[config.mk]
export PLATFORM = sky130hd
export DESIGN_NAME = fb_stream_pixel_unpacker
export DESIGN_NICKNAME = d
export VERILOG_FILES = /design/src/rtl/fb_stream_pixel_unpacker.sv
export SDC_FILE = /design/constraint.sdc
export NUM_CORES = 1
export LEC_CHECK = 0
export ABC_AREA = 1
export CAP_MARGIN = 20
export CORE_MARGIN = 3
export CORE_UTILIZATION = 47
export CTS_CLUSTER_SIZE = 14
export DETAILED_ROUTE_END_ITERATION = 6
export GPL_TIMING_DRIVEN = 1
export PLACE_DENSITY = 0.77
export RECOVER_POWER = 25
export SLEW_MARGIN = 20
export SYNTH_ARGS = -nofsm -noshare
export SYNTH_HDL_FRONTEND = slang
export SYNTH_SLANG_ARGS = --single-unit
[constraint.sdc]
create_clock -name aclk -period 1.3 [get_ports aclk]
set_input_delay 0.26 -clock aclk [delete_from_list [all_inputs] [get_ports aclk]]
set_output_delay 0.26 -clock aclk [all_outputs]
set_load 0.01 [all_outputs]
[src/rtl/fb_stream_pixel_unpacker.sv]
// fb_stream_pixel_unpacker: splits packed framebuffer words into one pixel per beat tagged with tuser/tlast.
module fb_stream_pixel_unpacker #(
    parameter int DATA_WIDTH  = 32,
    parameter int PIXEL_WIDTH = 16,
    parameter int H_RES       = 640,
    parameter int V_RES       = 480
) (
    input  logic                   aclk,
    input  logic                   resetn,
    input  logic                   s_fb_axis_tvalid,
    output logic                   s_fb_axis_tready,
    input  logic                   s_fb_axis_tlast,
    input  logic [DATA_WIDTH-1:0]  s_fb_axis_tdata,
    output logic                   m_vid_axis_tvalid,
    input  logic                   m_vid_axis_tready,
    output logic [PIXEL_WIDTH-1:0] m_vid_axis_tdata,
    output logic                   m_vid_axis_tuser,
    output logic                   m_vid_axis_tlast,
    output logic                   frame_done,
    output logic                   frame_error
);
    localparam int PPB = DATA_WIDTH / PIXEL_WIDTH;
    localparam int IW  = PPB > 1 ? $clog2(PPB) : 1;
    localparam int XW  = H_RES > 1 ? $clog2(H_RES) : 1;
    localparam int YW  = V_RES > 1 ? $clog2(V_RES) : 1;

    typedef enum logic {EMPTY, HOLD} state_t;

    state_t                state;
    logic [DATA_WIDTH-1:0] word;
    logic [IW-1:0]         idx;
    logic [XW-1:0]         x;
    logic [YW-1:0]         y;
    logic                  wlast;
    logic                  rdy_en;
    logic                  full;
    logic                  last_px;
    logic                  x_end;
    logic                  y_end;
    logic                  in_hs;
    logic                  out_hs;

    assign full    = state == HOLD;
    assign last_px = idx == IW'(PPB - 1);
    assign x_end   = x == XW'(H_RES - 1);
    assign y_end   = y == YW'(V_RES - 1);

    // rdy_en keeps tready low while in reset and for the first cycle after release
    assign s_fb_axis_tready  = rdy_en & (!full | (last_px & m_vid_axis_tready));
    assign in_hs             = s_fb_axis_tvalid & s_fb_axis_tready;
    assign out_hs            = full & m_vid_axis_tready;
    assign m_vid_axis_tvalid = full;
    assign m_vid_axis_tdata  = word[idx*PIXEL_WIDTH +: PIXEL_WIDTH];
    assign m_vid_axis_tuser  = full & (x == '0) & (y == '0);
    assign m_vid_axis_tlast  = full & x_end;

    always_ff @(posedge aclk or negedge resetn) begin
        if (!resetn) begin
            state       <= EMPTY;
            word        <= '0;
            idx         <= '0;
            x           <= '0;
            y           <= '0;
            wlast       <= 1'b0;
            rdy_en      <= 1'b0;
            frame_done  <= 1'b0;
            frame_error <= 1'b0;
        end else begin
            rdy_en      <= 1'b1;
            frame_done  <= out_hs & x_end & y_end;
            // a word-final pixel must carry tlast exactly when it closes the frame
            frame_error <= out_hs & last_px & (wlast ^ (x_end & y_end));
            if (out_hs) begin
                idx <= idx + 1'b1;
                x   <= x_end ? '0 : x + 1'b1;
                y   <= x_end ? (y_end ? '0 : y + 1'b1) : y;
                if (last_px & wlast) begin
                    x <= '0;
                    y <= '0;
                end
                if (last_px)
                    state <= EMPTY;
            end
            if (in_hs) begin
                word  <= s_fb_axis_tdata;
                idx   <= '0;
                wlast <= s_fb_axis_tlast;
                state <= HOLD;
            end
        end
    end
endmodule

==> impl_metrics.yaml, run 1 <==
power_and_ir_drop:
  p_per_area_mw_per_mm2: 2330
  p_leak_nw: 2.72
  worst_ir_drop_vdd_mv: 1.80
synthesis:
  synth.avg_cell_area_um2: 7.61
  synth_cell_types: 32
  synth_area_mm2: 0.00300
  ys_seq_elements: 57
  yosysSeqAreaShare_pct: 47.6
  synth_compound_area_share_pct: 4.43
  synth.area.top_cells: "dfrtp_1, nand2_1, nand3_1, nor2_1, inv_1"
  synth_top_family_by_area: "simple AND/OR/NAND/NOR gates"
  yosys_warnings: 0
  synth.net_count: 435
  synthMuxAreaShare_pct: 0
  synth_cells: 394
  async_reset_ff_share_pct: 100
  synth_xor_area_share_pct: 0.877
  synth.top_cell.area_share_pct: 47.6
  synth_top_area_cell: "dfrtp_1"
  synthAdderAreaFrac_pct: 1.67
  synth_flop_cell: "dfrtp_1"
  synthSimpleGateAreaFrac_pct: 39.0
  synth_edf_count: 0
sta:
  clock_skew_ps: 14.7
  fin_crit_sh_pct: 140
  finalSetupViolations: 75
  worstMarginPinSlew_ps: 746
  worst_slack_ps: -514
  drv_slew: 0
  rsz0062_at_grt: "true"
  hold_viol_final: 0
  fmax_mhz: 551
  fin_crit_ps: 1810
  relSlewSlack_pct: 50.3
clock_tree:
  cts.reportedPaths.clkPinSlew_ps: 80
  tritoncts: "built"
  cts_sinks: 57
  clock_path_buffers: 2
  clk_latency_ps: 350
  cts-root-buf: "clkbuf_8"
  cts_max_level: 3
  cts_inserted_buffers: 9
floorplanning:
  io-pin-count: 59
  start_util_pct: 49.4
  die_w_um: 85.9
  die_area_mm2: 0.00737
  rows: 28
  core_mm2: 0.00606
  die_h_um: 85.9
final_layout:
  final_layout_size_suffix_gt1_share_pct: 52.6
  n_antenna_cell: 0
  area_delta_synth_final_pct: 85.3
  instances_no_fill: 613
  finalInstanceArea_mm2: 0.00555
  final_nets: 575
  fillers: 181
worst_setup_path:
  cp-end-kind: "primary output"
  cp.arrival_ps: 1550
  cp_max_fo: 2
  worstPathRequired_ps: 1040
  worst-setup-path-type: "reg2out"
  start_kind: "register"
global_routing:
  gr-total-overflow: 0
  grt_start_max_net_pins: 58
  grt_pass1_wl_um: 17900
  grt_pass1_vias: 3628
  antenna_found_initial: 0
  top_usage_layer: "met2"
  gr-usage-met1_pct: 36.4
  grt_use_met3_pct: 6.15
  met2_usage_pct: 55.9
  grt.total_usage_pct: 31.7
placed_design:
  portBuffers: 58
  gp_congestion: 0.866
  dp_slack_ps: -524
  hpwl_um: 5370
  numPlacedInstances: 560
  dpl-instance-area_mm2: 0.00398
hold_path:
  hp-class: "in2reg"
run_status:
  status: "finished, violations left"
  violations: "negative setup slack"
route:
  first_pass_iters: 5
  post-route-drc-count: 0
  ant_nets: 0
  avgRoutedWirePerCell_um: 25.5
  first_iter_violations: 503
  viasPerCell: 6.49
  num_vias: 3976
  drt_wl_total_um: 15600
flow_run:
  max-cap-violations: 0
## cell usage in the layout (no fill, tap or decap), types with 3 or more instances in the layout
cell	instances
buf_4	48
inv_1	18
nand2_1	65
clkbuf_8	10
a21oi_1	3
dfrtp_1	56
buf_2	6
nor2_2	6
nor2_4	7
inv_2	7
clkdlybuf4s50_1	34
nand3_1	42
nand3_2	6
nand2_2	47
buf_6	34
buf_12	8
buf_16	8
nand4_1	3
o21ai_2	7
nor3_2	3
nand2_4	55
nand2_8	5
nor2_1	19
## metal layers
metal / up-vias / share of wire, %
li1: 1525 / -
met1: 1878 / 33
met2: 412 / 47
met3: 161 / 12
met4: 0 / 8.6
met5: - / 0
## sequential cells by signal, summed over array words and instances (netlist names)
signal / cells
frame_done: 1
rdy_en: 1
x: 10
word: 32
frame_error: 1
wlast: 1
m_vid_axis_tvalid: 1
idx: 1
y: 9
## cell families (layout without fill, tap and decap cells)
kind of cell	count (synthesis)	after routing
AOI/OAI and AO/OA	18	18
xor gates and xnor gates	3	3
adders and majority gates	4	4
buffers and inverters	43	186
DFF	57	57
other	1	1
and+or+nand+nor	268	269
## synth_stat cells (all sizes together), types with 4 or more instances
cell type and n:
a21oi 5, buf 10, nand3 50, inv 26, nor2 32, o21ai 10, dfrtp 57, nor4 4
ha 4, nand2 171, clkbuf 6, nor3 4
## power by group
part           total [W]  switching, W  internal, W
logic            0.00771       0.00396      0.00375
registers        0.00352       0.00104      0.00248
clock network    0.00172      0.000801     0.000924
## path summary, 6_finish.rpt
kind                                     startpoint          endpoint  slack (ps)  cells past startpoint
worst max-delay path                           y[0]  m_vid_axis_tuser        -510                      7
worst min register to register             word[13]          word[13]         530                      2
worst min-delay path            s_fb_axis_tdata[12]          word[12]         480                      3
min in group asynchronous                    resetn           word[8]         600                      3
worst max register to register                  idx               idx        -420                      9
max in group asynchronous                    resetn               idx         170                      3
## per-stage QoR
| step | TNS [ps] | utilization, % | total power, W | hold WS (ps) |
|---|---|---|---|---|
| final | -23190 | 91.6 | 0.0130 | 480 |
| after global routing | -23420 | 91.6 | 0.0133 | 492 |
| after CTS | -13810 | 81.8 | 0.0101 | 463 |
| after detailed placement | -25710 | 65.7 | 0.00679 | 284 |
| after global placement | -25060 | 65.7 | 0.00668 | 284 |
| after floorplan | 0 | - | 0.00486 | -35.6 |
## timing repair
item	in CTS	in global routing
cloned	10	0
hold buffers	1	0
pin swaps	23	31
buffers inserted	18	13
endpoints found under the hold margin	57	0
resized for setup	224	133
endpoints found under the setup margin	76	76
## critical path, stage by stage, from the launching register on
cell and delay [ps]:
dfrtp_1 400, inv_2 110, ha_4 160, nand2_2 60, nor3_2 120, nand3_1 110, nor2_2 120, buf_2 130
## layout make-up
| cell class | instances | area (um^2) | share of cell area, % |
|---|---|---|---|
| Clock buffer | 10 | 138 | 2.48 |
| Tap cell | 75 | 93.8 | 1.69 |
| Timing Repair Buffer | 144 | 1560 | 28.2 |
| Inverter | 27 | 119 | 2.14 |
| Clock inverter | 5 | 56.3 | 1.01 |
| Multi-Input combinational cell | 295 | 2160 | 38.8 |
| Sequential cell | 57 | 1430 | 25.7 |
(Power assumes the default switching activity.)
==> run 2, diff against run 1 <==
--- a/config.mk
+++ b/config.mk
@@ -7,8 +7,8 @@
 export LEC_CHECK = 0
 export ABC_AREA = 1
 export CAP_MARGIN = 20
-export CORE_MARGIN = 3
 export CORE_UTILIZATION = 47
+export CTS_CLUSTER_DIAMETER = 30
 export CTS_CLUSTER_SIZE = 14
 export DETAILED_ROUTE_END_ITERATION = 6
 export GPL_TIMING_DRIVEN = 1
==> run 2 against run 1 <==
Cell area up 5.1%. Maximum frequency down 7.3%. Combinational power rose by 4.7%. Clock skew down 1.3 ps. Wire length grew 10%. The run ends with design-rule violations, negative setup slack left. Non-clock buffer count shrank 1. Total power increased by 7.7%. Global-route usage increased by 9.1 points. Critical endpoint is now x[2]. Die area down 9.1%.
==> impl_metrics.yaml, run 2 (synthesized netlist as in run 1, its figures left out) <==
run_status:
  status: "finished, violations left"
  violations: "design-rule violations, negative setup slack"
final_layout:
  final_nets: 574
  largestRegisters: "word: 32 flops, x: 10 flops, y: 9 flops"
  regMostFlops: "word"
  largest_register_ffs: 32
  area_delta_synth_final_pct: 94.8
  instances_no_fill: 615
  final_common_cell: "nand2_2"
  final_layout_size_suffix_gt1_share_pct: 59.7
  final_cell_mix: "nand2_2, dfrtp_1, nand2_4"
route:
  post-route-drc-count: 9
  num_vias: 4154
  drt_wl_total_um: 17200
  ant_nets: 0
  first_pass_iters: 7
  viasPerCell: 6.75
  first_iter_violations: 429
  avgRoutedWirePerCell_um: 28.0
clock_tree:
  cts-root-buf: "clkbuf_8"
  clk_latency_ps: 370
  cts_max_level: 3
  cts_inserted_buffers: 9
  cts_sinks: 57
  cts.reportedPaths.clkPinSlew_ps: 70
  tritoncts: "built"
  clock_path_buffers: 2
worst_setup_path:
  cp_max_fo: 8
  start_kind: "register"
  r2r_start: "x[3]"
  cp.arrival_ps: 2200
  worstPathRequired_ps: 1550
  rrSetupSlack_ps: -660
  worst-setup-path-type: "reg2reg"
  r2r_cells: 12
  cp-end-kind: "register"
  r2r-end: "x[2]"
power_and_ir_drop:
  p_seq_share_pct: 26.2
  intPower_w: 0.00760
  p_sw_w: 0.00636
  p_per_area_mw_per_mm2: 2390
  combPwrFrac_pct: 57.8
  worst_ir_drop_vdd_mv: 2.17
  p_leak_nw: 2.78
  clkPwrFrac_pct: 15.9
  switching_share_pct: 45.6
global_routing:
  antenna_found_initial: 2
  gr-total-overflow: 0
  grt_start_max_net_pins: 58
  grt.total_usage_pct: 40.8
  grt_pass1_vias: 3804
  grt_pass1_wl_um: 19500
floorplanning:
  io-pin-count: 59
  die_w_um: 81.9
  core_mm2: 0.00603
  die_area_mm2: 0.00670
  die_h_um: 81.9
  start_util_pct: 49.7
  rows: 28
sta:
  relSlewSlack_pct: 50.6
  rsz0062_at_grt: "true"
  hold_slack_ps: 470
  finalSetupViolations: 76
  drv_slew: 0
  worst_slack_ps: -656
  hold_viol_final: 0
  clock_skew_ps: 13.4
  fmax_mhz: 511
  fin_crit_ps: 1960
  fin_crit_sh_pct: 150
  worstMarginPinSlew_ps: 742
hold_path:
  min_to: "word[18]"
  hp-class: "in2reg"
  hold_start: "s_fb_axis_tdata[18]"
  hold_path_depth: 3
placed_design:
  hpwl_um: 5250
  numPlacedInstances: 560
  gp_congestion: 0.906
  portBuffers: 58
flow_run:
  max-cap-violations: 0
## run 2: worst max-delay path, cell delays in order, from the launching register on
cell	delay (ps)
dfrtp_1	550
buf_4	190
buf_6	90
buf_6	80
buf_6	90
nand2_4	50
nor2_4	120
nand3_4	130
buf_12	160
nand2_8	100
nand2_8	110
o21ai_4	80
nor2_1	80
## run 2: cell type report
class                      instances  area [um^2]
tap                               75         93.8
sequential                        57         1430
clock buffer                      10          138
inverter                          27          129
fill                             100          188
multi-input combinational        295         2370
antenna                            2         5.00
timing repair buffer             143         1560
clock inverter                     6          114
## run 2: per-stage QoR
step / setup WS [ps] / utilization, % / setup TNS [ps] / total power [W] / instance area (um^2)
floorplan: 0.0449 / - / 0 / 0.00486 / 3010
global placement: -552 / 66.5 / -28580 / 0.00672 / 4010
detailed placement: -577 / 66.5 / -29870 / 0.00683 / 4010
CTS: -462 / 87.5 / -17100 / 0.0110 / 5280
global route: -802 / 96.8 / -29700 / 0.0143 / 5830
finish: -656 / 96.9 / -27680 / 0.0140 / 5840
## run 2: worst max path at each step
stage,start,cells past startpoint,slack (ps),end
2_1_floorplan,y[0],6,0.04,y[4]
3_3_place_gp,m_vid_axis_tready,8,-550,idx
3_5_place_dp,m_vid_axis_tready,8,-580,word[30]
4_1_cts,y[1],7,-460,m_vid_axis_tuser
5_1_grt,x[3],11,-800,y[2]
6_report,x[3],12,-660,x[2]
## run 2: what timing repair did
action                                  4_1_cts  5_1_grt
endpoints found under the hold margin        57        0
resized for setup                           254      164
hold buffers                                  1        0
cloned                                        9        1
endpoints found under the setup margin       77       76
pin swaps                                    33       39
buffers inserted                             30       10
## run 2: power groups by stage
stage                     Combinational (W)  Sequential (W)  Clock, W
after floorplan                     0.00197         0.00288         0
after global placement              0.00381         0.00291         0
after detailed placement            0.00389         0.00294         0
after CTS                           0.00575         0.00311   0.00210
after global routing                0.00831         0.00366   0.00228
final                               0.00807         0.00366   0.00222
## run 2: layer usage
metal	global-route usage [%]	vias up	part of all wire (%)
li1	-	1536	-
met3	9.44	178	14
met5	0	-	0
met2	69.1	509	44
met4	27.2	0	9.8
met1	45.6	1931	32
